$ cat config.mk
export PLATFORM = sky130hd
export DESIGN_NAME = cp0_irq_ctrl
export DESIGN_NICKNAME = d
export VERILOG_FILES = /design/src/rtl/cp0_irq_ctrl_pkg.sv /design/src/rtl/cp0_irq_ctrl.sv
export SDC_FILE = /design/constraint.sdc
export NUM_CORES = 1
export LEC_CHECK = 0
export ABC_AREA = 1
export BUFFER_PORTS_ARGS = -buffer_cell sky130_fd_sc_hd__buf_2
export CORE_MARGIN = 1
export CORE_UTILIZATION = 44
export CTS_CLUSTER_SIZE = 25
export DETAILED_ROUTE_END_ITERATION = 10
export PLACE_DENSITY = 0.8
export SKIP_LAST_GASP = 1
export SLEW_MARGIN = 20
export SYNTH_ARGS = -nofsm -noshare
export SYNTH_HDL_FRONTEND = slang
export SYNTH_SLANG_ARGS = --single-unit
$ cat constraint.sdc
create_clock -name CLK_I -period 1.25 [get_ports CLK_I]
set_input_delay 0.0625 -clock CLK_I [delete_from_list [all_inputs] [get_ports CLK_I]]
set_output_delay 0.0625 -clock CLK_I [all_outputs]
set_load 0.02 [all_outputs]
$ cat src/rtl/cp0_irq_ctrl_pkg.sv
// ---------------------------------------------------------------------------
// cp0_irq_ctrl_pkg
// Shared constants for the coprocessor-0 interrupt responder:
//   - CP0 register numbers, as they appear in the mfc0/mtc0 rd field
//   - bit positions of the SR/Cause fields that are implemented
// ---------------------------------------------------------------------------
package cp0_irq_ctrl_pkg;

    localparam logic [4:0] CP0_SR    = 5'd12;
    localparam logic [4:0] CP0_CAUSE = 5'd13;
    localparam logic [4:0] CP0_EPC   = 5'd14;
    localparam logic [4:0] CP0_PRID  = 5'd15;

    localparam int unsigned IM_HI   = 15;
    localparam int unsigned IM_LO   = 10;
    localparam int unsigned EXL_BIT = 1;
    localparam int unsigned IE_BIT  = 0;

endpackage

$ cat src/rtl/cp0_irq_ctrl.sv
// ---------------------------------------------------------------------------
// cp0_irq_ctrl
// Coprocessor-0 interrupt responder. Holds SR (IM/EXL/IE), Cause (IP),
// EPC and a constant PRId. It serves mfc0 reads and mtc0 writes, samples
// the peripheral IRQ levels into Cause.IP, and raises IRQ_O to the pipeline.
//
// Ports:
//   CLK_I      clock
//   RST_I      asynchronous, active-high reset
//   SEL_I      CP0 register number (rd field) for mfc0/mtc0
//   WE_I       mtc0 write strobe
//   DAT_I      mtc0 write data
//   DAT_O      mfc0 read data, combinational from SEL_I
//   PC_I       victim PC, captured into EPC on exception entry
//   EXL_SET_I  exception/interrupt entry strobe
//   EXL_CLR_I  eret strobe
//   HWINT_I    peripheral IRQ levels -> Cause.IP[15:10]
//   IRQ_O      interrupt request to the pipeline
//   EPC_O      current EPC, feeds the eret target mux
// ---------------------------------------------------------------------------
module cp0_irq_ctrl
    import cp0_irq_ctrl_pkg::*;
#(
    parameter logic [31:0] PRID_VAL = 32'h0000_4D50
) (
    input  logic        CLK_I,
    input  logic        RST_I,
    input  logic [4:0]  SEL_I,
    input  logic        WE_I,
    input  logic [31:0] DAT_I,
    output logic [31:0] DAT_O,
    input  logic [31:0] PC_I,
    input  logic        EXL_SET_I,
    input  logic        EXL_CLR_I,
    input  logic [5:0]  HWINT_I,
    output logic        IRQ_O,
    output logic [31:0] EPC_O
);

    logic [5:0]  im_q,  im_d;
    logic        exl_q, exl_d;
    logic        ie_q,  ie_d;
    logic [5:0]  ip_q;
    logic [31:0] epc_q, epc_d;

    logic [31:0] sr_img;
    logic [31:0] cause_img;

    // Later assignments win: mtc0 first, then eret, then exception entry,
    // so entry overrides both an eret and a concurrent EPC/EXL write.
    always_comb begin
        im_d  = im_q;
        exl_d = exl_q;
        ie_d  = ie_q;
        epc_d = epc_q;

        if (WE_I && (SEL_I == CP0_SR)) begin
            im_d  = DAT_I[IM_HI:IM_LO];
            exl_d = DAT_I[EXL_BIT];
            ie_d  = DAT_I[IE_BIT];
        end
        if (WE_I && (SEL_I == CP0_EPC)) begin
            epc_d = {DAT_I[31:2], 2'b00};
        end
        if (EXL_CLR_I) begin
            exl_d = 1'b0;
        end
        if (EXL_SET_I) begin
            exl_d = 1'b1;
            epc_d = {PC_I[31:2], 2'b00};
        end
    end

    always_ff @(posedge CLK_I or posedge RST_I) begin
        if (RST_I) begin
            im_q  <= '0;
            exl_q <= 1'b0;
            ie_q  <= 1'b0;
            ip_q  <= '0;
            epc_q <= '0;
        end else begin
            im_q  <= im_d;
            exl_q <= exl_d;
            ie_q  <= ie_d;
            ip_q  <= HWINT_I;
            epc_q <= epc_d;
        end
    end

    always_comb begin
        sr_img                 = '0;
        sr_img[IM_HI:IM_LO]    = im_q;
        sr_img[EXL_BIT]        = exl_q;
        sr_img[IE_BIT]         = ie_q;
        cause_img              = '0;
        cause_img[IM_HI:IM_LO] = ip_q;
    end

    always_comb begin
        DAT_O = '0;
        case (SEL_I)
            CP0_SR:    DAT_O = sr_img;
            CP0_CAUSE: DAT_O = cause_img;
            CP0_EPC:   DAT_O = epc_q;
            CP0_PRID:  DAT_O = PRID_VAL;
            default:   DAT_O = '0;
        endcase
    end

    // Built only from register outputs, so reset drops it without a clock.
    assign IRQ_O = (|(ip_q & im_q)) & ie_q & ~exl_q;
    assign EPC_O = epc_q;

endmodule
==> reports/qor.yml, run 1 <==
run_status:
  status: "finished, violations left"
  violations: "negative setup slack"
logic_synthesis:
  synthDistinctLibCells: 18
  yosys_warnings: 0
  syn-instance-count: 372
  yosysSeqAreaShare_pct: 43.9
  ys_seq_elements: 44
  avgSynthCellArea_um2: 6.74
  netlist_area_mm2: 0.00251
power_and_ir_drop:
  power_density_mw_per_mm2: 982
  leakagePower_nw: 2.22
  swShare_pct: 32.1
  p_int_w: 0.00240
  p_comb_share_pct: 28.7
  p_seq_share_pct: 48.4
  ir_drop_uv: 462
  p_clk_share_pct: 22.9
  power_switching_w: 0.00114
sta:
  fin_setup_tns_ns: -0.00817
  rsz0062_at_grt: "true"
  finalCriticalPeriod_ns: 1.26
  max_freq_mhz: 795
  hold_viol: 0
  slew_viol_final: 0
  fin_ws_ns: -0.00817
  finalSetupViolCount: 1
  post-route-period-util_pct: 101
  skew_ns: 0
  whs_ns: 0.0394
setup_path:
  crit_arrival_ns: 1.20
  crit_required_ns: 1.19
  crit_type: "reg2out"
  rrSetupSlack_ns: 0.36
  crit-reg2reg-capture: "EPC_O[10]"
  r2r_start: "EPC_O[10]"
  crit_path_start_kind: "register"
  crit_path_end_kind: "output port"
  path_max_fanout: 3
  ff2ff_path_depth: 4
floorplanning:
  die_w_um: 77.5
  die_h_um: 77.5
  io_pins: 145
  core_mm2: 0.00551
  initial_utilization_pct: 45.5
  fp.dieArea_mm2: 0.00600
  row_count: 27
cts:
  clock-root-buffer: "clkbuf_8"
  clkTransAtPathRegs_ns: 0.08
  cts_max_level: 2
  clockBufferDepth: 2
  numCtsBuffers: 5
  clkLatencyLatePin_ns: 0.28
  cts_tree: "done"
  cts.sinks: 44
drt:
  vias_per_cell: 4.80
  wl_met3_um: 485
  wl_per_cell_um: 11.7
  wl_met1_um: 3060
  wirelength_um: 7080
  dr.pass1.iters: 4
  route.vias.total: 2895
  routed.top_layer: "met4"
  antenna_left: 0
  drcViolationCount: 0
  drt_iter0_drc: 158
  wl_met2_um: 3450
global_route:
  antenna_found_initial: 0
  grt-ovfl-total: 0
  gr-usage-all-layers_pct: 24.0
  grt_max_degree: 42
  grt_pass1_vias: 2622
  grt_pass1_wl_um: 11500
final_layout:
  ff_latch_area_mm2: 0.00110
  num-nets-final: 611
  multiInputGateArea_mm2: 0.00115
  drive_gt1_share_pct: 34.7
  nFillCells: 499
  antennaDiodeCount: 0
  area_delta_synth_final_pct: 43.5
hold_path:
  worstHoldStart: "DAT_I[0]"
  hold_depth: 3
  hold_end: "ie_q"
  worstHoldPathType: "in2reg"
placement:
  gp_congestion: 0.837
  portBuffers: 140
  dpl.hpwl_um: 5160
  dp_slack_ns: 0.140
run:
  drv_cap: 0
==> power by group through the flow <==
stage	Clock [W]	Combinational, W	Sequential, W
after floorplan	0	0.000408	0.00184
after global placement	0	0.000870	0.00173
after detailed placement	0	0.000891	0.00174
after CTS	0.000839	0.000930	0.00171
after global routing	0.000891	0.00113	0.00173
final	0.000808	0.00101	0.00171
==> sequential cells by signal (all words and copies together), names as in the netlist <==
register  cells
EPC_O        30
exl_q         1
ie_q          1
im_q          6
ip_q          6
==> area by class of cell <==
class | count | area share, %
sequential | 44 | 30.6
clock buffer | 6 | 2.02
multi-input combinational | 269 | 32.1
timing repair buffer | 175 | 28.9
clock inverter | 1 | 0.139
inverter | 36 | 3.76
tap | 72 | 2.50
==> stage by stage <==
stage	std cells	cell area, um2	total power (W)	util (%)
detailed placement	576	3330	0.00263	60.5
global placement	576	3330	0.00260	60.5
global route	603	3600	0.00375	65.3
CTS	593	3500	0.00348	63.6
floorplan	373	2510	0.00225	-
finish	603	3600	0.00353	65.3
==> cell usage in the layout (no fill, tap or decap) <==
master and count:
conb_1 2, nand3_2 3, nor2_4 1, dlygate4sd3_1 7
o21ai_0 13, nor3_2 1, inv_2 1, o211ai_1 3
dfrtp_1 44, nand3_1 56, clkinv_1 1, buf_6 1
buf_12 4, inv_1 34, clkbuf_8 5, nor3_1 1
clkbuf_1 1, nand4_1 1, buf_2 138, nand2_1 159
buf_4 25, nor2_1 25, nor2_2 3, nand2_2 1
clkinv_2 1
==> how the worst max path moves through the flow <==
stage | from | endpoint | slack [ns] | cells past startpoint
final | EPC_O[14] | DAT_O[14] | -0.008 | 3
after floorplan | RST_I | EPC_O[10] | 0.16 | 1
after global placement | SEL_I[2] | EPC_O[4] | 0.17 | 8
after global routing | EPC_O[14] | DAT_O[14] | -0.07 | 3
after detailed placement | SEL_I[2] | EPC_O[14] | 0.14 | 8
after CTS | ip_q[0] | IRQ_O | -0.02 | 5
==> layer usage <==
layer / global-route usage (%) / vias up
li1: - / 1459
met1: 30.5 / 1286
met2: 42.2 / 139
met3: 4.12 / 11
met4: 6.04 / 0
met5: 0 / -
==> synthesized netlist by cell type <==
library cell,number,area share (%)
nand2_1,159,24
nand3_2,2,0.80
buf_1,4,0.60
nand4_1,1,0.25
nor3_1,2,0.40
nor2_1,26,3.9
buf_4,5,1.5
nand3_1,57,11
dfrtp_1,44,44
conb_1,1,0.15
o211ai_1,3,0.90
buf_6,1,0.45
nor2_4,1,0.45
inv_1,36,5.4
nand2_2,1,0.25
o21ai_0,13,2.6
nor2_2,2,0.50
buf_2,14,2.8
==> worst max-delay path: stages, from the launching register on <==
cell and delay, ns:
dfrtp_1 0.41, o211ai_1 0.21, nand3_1 0.11, buf_2 0.18
==> timing repair <==
item,4_1_cts,5_1_grt
buffers inserted,3,10
gates resized for setup,0,6
pin swaps,3,5
hold buffers,7,0
endpoints found under the setup margin,1,5
gates cloned,0,0
hold endpoints to repair,23,0
==> kinds of logic (layout without fill, tap and decap cells) <==
group / Yosys count / after routing / share of synthesized area [%]
compound gates: 16 / 16 / 3.49
other cells: 1 / 2 / 0.150
buf+inv: 60 / 218 / 10.7
flops: 44 / 44 / 43.9
simple gates: 251 / 251 / 41.7
Note: power is estimated with default switching activity, not from simulation.
==> inputs of run 2 (changes only) <==
--- a/config.mk
+++ b/config.mk
@@ -5,13 +5,12 @@
 export SDC_FILE = /design/constraint.sdc
 export NUM_CORES = 1
 export LEC_CHECK = 0
-export ABC_AREA = 1
 export BUFFER_PORTS_ARGS = -buffer_cell sky130_fd_sc_hd__buf_2
 export CORE_MARGIN = 1
-export CORE_UTILIZATION = 44
+export CORE_UTILIZATION = 40
 export CTS_CLUSTER_SIZE = 25
 export DETAILED_ROUTE_END_ITERATION = 10
-export PLACE_DENSITY = 0.8
+export PLACE_DENSITY = 0.77
 export SKIP_LAST_GASP = 1
 export SLEW_MARGIN = 20
 export SYNTH_ARGS = -nofsm -noshare
==> constraint.sdc (replaced) <==
create_clock -name CLK_I -period 1.15 [get_ports CLK_I]
set_input_delay 0.23 -clock CLK_I [delete_from_list [all_inputs] [get_ports CLK_I]]
set_output_delay 0.23 -clock CLK_I [all_outputs]
set_load 0.02 [all_outputs]
==> run 2 against run 1 <==
Effect of this change: final area up 31%; clock power up 55%; via count increased by 0.76%; hold slack lost 0.0018 ns; largest power group unchanged; the run still ends with negative setup slack left; highest routed layer unchanged; clock skew unchanged; worst setup slack got worse by 0.40 ns; first-iteration DRC count down 9.5%; register-to-register slack got worse by 0.28 ns.
==> reports/qor.yml, run 2 <==
drt:
  antenna_left: 0
  route.vias.total: 2917
  wirelength_um: 9930
  drt_iter0_drc: 143
  dr.pass1.iters: 4
  vias_per_cell: 5.62
  wl_per_cell_um: 19.1
  drcViolationCount: 0
setup_path:
  worst_path_max_delay_cell: "dfrtp_1"
  r2r_start: "exl_q"
  crit_chain: "mux2_4, o221a_4, buf_6"
  cp_num_buf_inv: 1
  crit_required_ns: 0.92
  cp_num_cells: 3
  path_max_fanout: 3
  path_delay_family: "flip-flops"
  crit_path_start_kind: "register"
  crit-reg2reg-capture: "exl_q"
  cpPeakStageDelay_ns: 0.40
  ff2ff_path_depth: 3
  crit_type: "reg2out"
  rrSetupSlack_ns: 0.08
  crit_path_end_kind: "output port"
  crit_arrival_ns: 1.33
logic_synthesis:
  netlist_area_mm2: 0.00256
  ys_seq_elements: 44
  yosys_warnings: 0
  synth-edff-count: 0
  yosys.area.top_type: "dfrtp_1"
  async_flop_share_pct: 100
  syn-instance-count: 265
  yosysSeqAreaShare_pct: 43.0
  synth_top_cell_area_share_pct: 43.0
  yosysMostFrequentCell: "dfrtp_1"
  ys.flop_type: "dfrtp_1"
  avgSynthCellArea_um2: 9.67
  synthDistinctLibCells: 29
  synthTopCellsByCount: "dfrtp_1, nor2_1, a31oi_1, nand3_1, a21bo_2"
  synthTopCellsByArea: "dfrtp_1, a21bo_2, a31oi_1, nor2_1, nand3_1"
hold_path:
  hold_end: "ip_q[2]"
  worstHoldPathType: "in2reg"
  worstHoldStart: "HWINT_I[2]"
  hold_depth: 1
cts:
  clockBufferDepth: 2
  clkTransAtPathRegs_ns: 0.09
  cts.sinks: 44
  numCtsBuffers: 5
  clock-root-buffer: "clkbuf_8"
  cts_max_level: 2
  cts_tree: "done"
  clkLatencyLatePin_ns: 0.29
power_and_ir_drop:
  swShare_pct: 30.0
  p_comb_share_pct: 31.4
  p_int_w: 0.00317
  power_density_mw_per_mm2: 961
  p_clk_share_pct: 27.6
  p_seq_share_pct: 41.0
  ir_drop_uv: 692
  power_switching_w: 0.00136
  total_power_w: 0.00452
  leakagePower_nw: 2.16
final_layout:
  final_util_pct: 77.6
  multiInputGateArea_mm2: 0.00167
  mostFrequentLayoutCells: "buf_2, buf_6, dfrtp_1"
  final_common_cell: "buf_2"
  ff_latch_area_mm2: 0.00110
  design_area_mm2: 0.00470
  area_delta_synth_final_pct: 83.6
  antennaDiodeCount: 0
  num-nets-final: 523
  largest_register_ffs: 30
  drive_gt1_share_pct: 68.5
  nFillCells: 378
run_status:
  violations: "negative setup slack"
  status: "finished, violations left"
placement:
  gp_congestion: 0.854
  dp_slack_ns: -0.373
  dpl_cell_area_mm2: 0.00361
  dpl.hpwl_um: 5460
  portBuffers: 140
sta:
  fin_setup_tns_ns: -9.07
  slew_viol_final: 0
  hold_viol: 0
  finalSetupViolCount: 43
  post-route-period-util_pct: 136
  max_freq_mhz: 641
  fin_ws_ns: -0.409
  rsz0062_at_grt: "true"
  skew_ns: 0
  finalCriticalPeriod_ns: 1.56
floorplanning:
  row_count: 28
  initial_utilization_pct: 42.3
  core_mm2: 0.00606
  die_h_um: 82.0
  io_pins: 145
  fp.dieArea_mm2: 0.00673
  die_w_um: 82.0
global_route:
  grt_max_degree: 29
  grt-ovfl-total: 0
  gr-usage-all-layers_pct: 25.8
  grt_pass1_vias: 2746
  grt_pass1_wl_um: 13000
  antenna_found_initial: 0
run:
  drv_cap: 0
run 2: cell count changes after synthesis, sizes merged, moves of 23 or more:
cell / previous run / this run
and3: 0 / 23
a21bo: 0 / 30
a31oi: 0 / 30
nand2: 160 / 2
nand3: 59 / 30
inv: 36 / 2
run 2: repair_timing:
item / 4_1_cts / 5_1_grt
gates resized for setup: 86 / 54
buffers inserted: 16 / 5
setup endpoints to repair: 41 / 67
endpoints found under the hold margin: 16 / 0
gates cloned: 6 / 7
pin swaps: 10 / 31
hold buffers: 1 / 0
run 2: power by group through the flow:
stage | sequential, W | combinational, W | clock (W)
floorplan | 0.00195 | 0.000584 | 0
global placement | 0.00186 | 0.00104 | 0
detailed placement | 0.00186 | 0.00107 | 0
CTS | 0.00183 | 0.00127 | 0.00125
global route | 0.00187 | 0.00151 | 0.00132
finish | 0.00185 | 0.00142 | 0.00125
run 2: worst max path at each step:
stage                  start   endpoint  slack, ns
finish               im_q[0]  DAT_O[10]      -0.41
global route         ip_q[5]  DAT_O[15]      -0.45
CTS                  im_q[1]  DAT_O[11]      -0.40
detailed placement  SEL_I[4]  EPC_O[11]      -0.37
global placement    SEL_I[0]  DAT_O[14]      -0.30
floorplan           SEL_I[4]   DAT_O[4]      -0.07
run 2: metrics by stage:
step / hold slack (ns) / cells
floorplan: 0.234 / 266
global placement: 0.283 / 480
detailed placement: 0.283 / 480
CTS: 0.0302 / 511
global route: 0.0211 / 519
finish: 0.0375 / 519
run 2: layer usage:
layer	track usage, %	vias to the layer above	share of wire [%]
li1	-	1319	-
met1	29.3	1428	39
met2	48.7	138	53
met3	3.67	32	4.7
met4	8.95	0	2.4
met5	0	-	0
run 2: area by class of cell:
class                   count  share of cell area, %
well taps                  75                   1.99
multi-input cells         191                   35.5
inverters                   3                  0.319
clock buffers               6                   1.76
clock inverters             2                  0.824
flip-flops and latches     44                   23.4
repair buffers            198                   36.2
run 2: cell families after synthesis:
kind of cell | Yosys count | share of synthesized area (%)
AOI/OAI and AO/OA | 71 | 22.8
buffers and inverters | 32 | 7.96
DFF | 44 | 43.0
muxes | 13 | 5.57
other | 1 | 0.146
and+or+nand+nor | 104 | 20.6
